$ cat src/rtl/nios2_sysid_read_timer.sv
// Per-read watchdog: cleared when a read request starts, counts every cycle
// the read is in flight, and flags the cycle in which the budget runs out.
module nios2_sysid_read_timer #(
   parameter int TIMEOUT_CYCLES = 255
) (
   input  logic clock,
   input  logic reset_n,
   input  logic load,
   input  logic enable,
   output logic expired
);

   localparam int CW = $clog2(TIMEOUT_CYCLES + 1);
   // expired fires in the TIMEOUT_CYCLES-th counted cycle, i.e. while the
   // count still holds TIMEOUT_CYCLES-1; the edge closing it is the limit.
   localparam logic [CW-1:0] LAST_COUNT = CW'(TIMEOUT_CYCLES - 1);

   logic [CW-1:0] count_q;

   assign expired = enable && (count_q == LAST_COUNT);

   // Clear on reset or on a new request; count while a read is in flight.
   always_ff @(posedge clock) begin
      if (!reset_n || load) begin
         count_q <= '0;
      end else if (enable && !expired) begin
         count_q <= count_q + CW'(1);
      end
   end

endmodule

$ cat config.mk
export PLATFORM = sky130hd
export DESIGN_NAME = nios2_sysid_read_timer
export DESIGN_NICKNAME = d
export VERILOG_FILES = /design/src/rtl/nios2_sysid_read_timer.sv
export SDC_FILE = /design/constraint.sdc
export NUM_CORES = 1
export LEC_CHECK = 0
export CAP_MARGIN = 20
export CORE_AREA = 3 3 40 42
export DETAILED_ROUTE_END_ITERATION = 6
export DIE_AREA = 0 0 43 45
export SYNTH_ARGS = -nofsm -noshare
export SYNTH_HDL_FRONTEND = slang
export SYNTH_SLANG_ARGS = --single-unit
$ cat constraint.sdc
create_clock -name clock -period 3.5 [get_ports clock]
set_input_delay 0.875 -clock clock [delete_from_list [all_inputs] [get_ports clock]]
set_output_delay 0.875 -clock clock [all_outputs]
set_load 0.1 [all_outputs]
== After elaboration in Yosys (flattened, before gate mapping) ==
Index checks and enable logic that the tools add are counted.

* Register bits after elaboration: 8
* Logic and storage cells: 8

* Reduce and logical (&&, ||, !) cells: 5
* Eq/ne operators: 1
* Add/sub/neg operators: 1

{| class="wikitable"
|+ Operators by type and width
! cell !! count
|-
| $add A8 B1 Y8 const B || 1
|-
| $eq A8 B8 Y1 const B || 1
|-
| $logic_and A1 B1 Y1 || 2
|-
| $logic_not A1 Y1 || 2
|-
| $logic_or A1 B1 Y1 || 1
|}

== Depth between registers and ports, before layout ==
* Depth after elaboration: 4
* Mapped depth: 5
* Mapped depth without buffers: 5

== Worst setup path before layout ==
OpenSTA, ideal clock, no wires.

* Path kind: in2out
* Start point: input port enable
* End point: output port expired
* Required time: 2,625 ps
* Stages on the path: 1
* Data arrival time: 1,642 ps
* Path slack: 983 ps
* Path buffers: 0
* Path through: and3_1

* Word-level cells in the longest chain between the ends: 1

{| class="wikitable"
|+ RTL lines
! item !! RTL line !! RTL
|-
| start: declaration || 9 || <nowiki>input logic enable,</nowiki>
|-
| $logic_and A1 B1 Y1 || 20 || <nowiki>assign expired = enable && (count_q == LAST_COUNT);</nowiki>
|-
| end: declaration || 10 || <nowiki>output logic expired</nowiki>
|}

Every way passes these cells.

== Worst setup path in the final report ==
Ends and elaborated chain as after synthesis.

==> flow_summary.json <==
{
  "start_util_pct": 33.7,
  "overflow": 0,
  "hold_ws_ps": 484,
  "switchingPower_w": 0.0000368,
  "p_int_w": 0.000137,
  "yosysWarnings": 0,
  "critical_path_class": "primary input to output pin",
  "die_h_um": 45,
  "worstHoldPathType": "flop to flop",
  "reg_top3": "count_q: 8 flops",
  "rsz0062_at_grt": "false",
  "cellPowerDensity_nw_per_um2": 336,
  "area_growth_pct": 19.4,
  "finalHoldViolCount": 0,
  "antenna_found_initial": 0,
  "largest_register_ffs": 8,
  "setup-tns-final_ps": 0,
  "place.gp.congestion": 0.679,
  "switching_share_pct": 21.2,
  "htreeDepth": 1,
  "cts_buffers": 3,
  "dp_hpwl_um": 631,
  "avgSynthCellArea_um2": 8.84,
  "fin_skew_ps": 2.71,
  "grt_pass1_vias": 367,
  "clock-sinks": 8,
  "ios": 5,
  "power.clock.fraction_pct": 40.3,
  "clock_latency_ps": 250,
  "p_leak_nw": 0.198,
  "holdPathEnd": "count_q[4]",
  "clockBufferDepth": 2,
  "path_clk_slew_ps": 50,
  "vias_per_cell": 5.46,
  "n_antenna_cell": 0,
  "cts_tree": "built",
  "netlist_instances": 49,
  "n_fill_cell": 129,
  "synth_top_area_cell": "dfxtp_1",
  "cts_resized": 0,
  "rows": 13,
  "vias": 382,
  "path_max_fanout": 7,
  "cts_setup_buffers": 0,
  "hold_depth": 2,
  "nets": 63,
  "cp-start-kind": "primary input",
  "ys_seq_elements": 8,
  "ctsHoldBuffers": 0,
  "drt_wl_total_um": 829,
  "grt_max_degree": 10,
  "setup_viol": 0,
  "drc": 0,
  "grt_usage_pct": 11.2,
  "drv_slew": 0,
  "rr_startpoint": "count_q[0]",
  "slew_headroom_pct": 67.9,
  "final_antenna_net_count": 0,
  "top_register": "count_q",
  "synth_area_leaders": "dfxtp_1 (37%), nand2_1 (6.1%), a21oi_1 (5.8%)",
  "syn_area_um2": 433,
  "r2r_cells": 5,
  "ys_seq_area_share_pct": 37.0,
  "wl_per_cell_um": 11.8,
  "grt_pass1_wl_um": 1550,
  "port_buffers": 4,
  "core_area_um2": 1280,
  "drive_above_1_share_pct": 9.09,
  "yosysTopAreaCellShare_pct": 37.0,
  "status": "finished clean",
  "max_freq_mhz": 368,
  "r2r-end": "count_q[1]",
  "syn_nets": 55,
  "chipWidth_um": 43,
  "drt-pass1-iter-count": 2,
  "ys_types": 21,
  "die_area_um2": 1940,
  "final_period_minus_worst_setup_slack_ps": 2720,
  "peakVddDrop_uv": 134,
  "drv_cap": 0,
  "r2r_slack_ps": 2060,
  "pwr-share-seq_pct": 53.5,
  "worstSetupEndpointType": "output pin",
  "arrival_ps": 1850,
  "fin_crit_sh_pct": 77.7,
  "comb_power_share_pct": 6.1,
  "min_from": "count_q[4]",
  "drtIter0Drc": 5,
  "worst_pin_slew_ps": 480,
  "cts-root-buf": "clkbuf_4",
  "cp.required_ps": 2620
}
-- cells in the final DEF, fill, tap and decap left out, types with 2 or more instances in the layout --
| cell type | instances |
|---|---|
| and3_1 | 4 |
| ha_1 | 2 |
| and4b_1 | 2 |
| a211oi_1 | 3 |
| a21oi_1 | 5 |
| clkdlybuf4s50_1 | 3 |
| nand2b_1 | 2 |
| nand2_1 | 7 |
| o21ai_0 | 2 |
| mux2i_1 | 2 |
| clkbuf_4 | 3 |
| a31oi_1 | 2 |
| dfxtp_1 | 8 |
-- layer usage --
metal / up-vias / part of all wire, % / track usage [%]
met2: 5 / 45 / 17.1
met4: 0 / 3.9 / 9.04
met3: 5 / 3.1 / 3.59
li1: 203 / - / -
met5: - / 0 / 0
met1: 169 / 48 / 12.9
-- power groups by stage --
| stage | clock, W | sequential (W) | combinational [W] |
|---|---|---|---|
| finish | 0.0000700 | 0.0000929 | 0.0000106 |
| global route | 0.0000797 | 0.0000929 | 0.0000120 |
| CTS | 0.0000745 | 0.0000928 | 0.0000108 |
| detailed placement | 0 | 0.0000948 | 0.0000108 |
| global placement | 0 | 0.0000948 | 0.0000105 |
| floorplan | 0 | 0.0000946 | 0.00000527 |
-- how the worst max path moves through the flow --
| stage | depth (start not counted) | slack [ps] | endpoint | startpoint |
|---|---|---|---|---|
| after floorplan | 1 | 980 | expired | enable |
| after CTS | 3 | 780 | expired | enable |
| after global routing | 3 | 730 | expired | enable |
| final | 3 | 780 | expired | enable |
| after detailed placement | 3 | 780 | expired | enable |
| after global placement | 3 | 780 | expired | enable |
-- cells in the mapped netlist --
master,number
inv_1,1
a21boi_2,1
nand2b_1,2
o21ai_0,2
nand2_1,7
and3_1,4
dfxtp_1,8
buf_4,1
nand4_1,1
a21oi_1,5
nor3_1,1
a311oi_1,1
nand4b_1,1
nor2b_1,1
a211oi_1,3
ha_1,2
a31oi_1,2
and4b_1,2
and4_1,1
or4_1,1
mux2i_1,2
-- critical path, cell delays in order --
cell             delay (ps)
clkdlybuf4s50_1         550
and3_1                  230
buf_12                  180
-- cell families (layout without fill, tap and decap cells) --
| group | after synthesis | count (layout) | synth area share, % |
|---|---|---|---|
| simple gates | 21 | 21 | 29.2 |
| compound gates | 14 | 14 | 20.8 |
| flops | 8 | 8 | 37.0 |
| fa+ha+maj | 2 | 2 | 5.78 |
| mux | 2 | 2 | 4.62 |
| buf+inv | 2 | 8 | 2.60 |
-- metrics by stage --
step	power (W)	setup slack, ps	util [%]	instance area (um^2)	cells
5_1_grt	0.000185	726	40.2	517	70
3_3_place_gp	0.000105	778	38.5	494	67
3_5_place_dp	0.000106	777	38.5	494	67
4_1_cts	0.000178	777	40.2	517	70
6_report	0.000174	779	40.2	517	70
2_1_floorplan	0.0000999	983	-	433	49
-- area by class of cell --
type	instances	area, um^2	area share (%)
Multi-Input combinational cell	39	262	50.6
Sequential cell	8	160	31.0
Timing Repair Buffer	4	50.0	9.69
Clock buffer	3	22.5	4.36
Tap cell	15	18.8	3.63
Inverter	1	3.75	0.726
No activity file was read; power rests on OpenSTA's default activity.
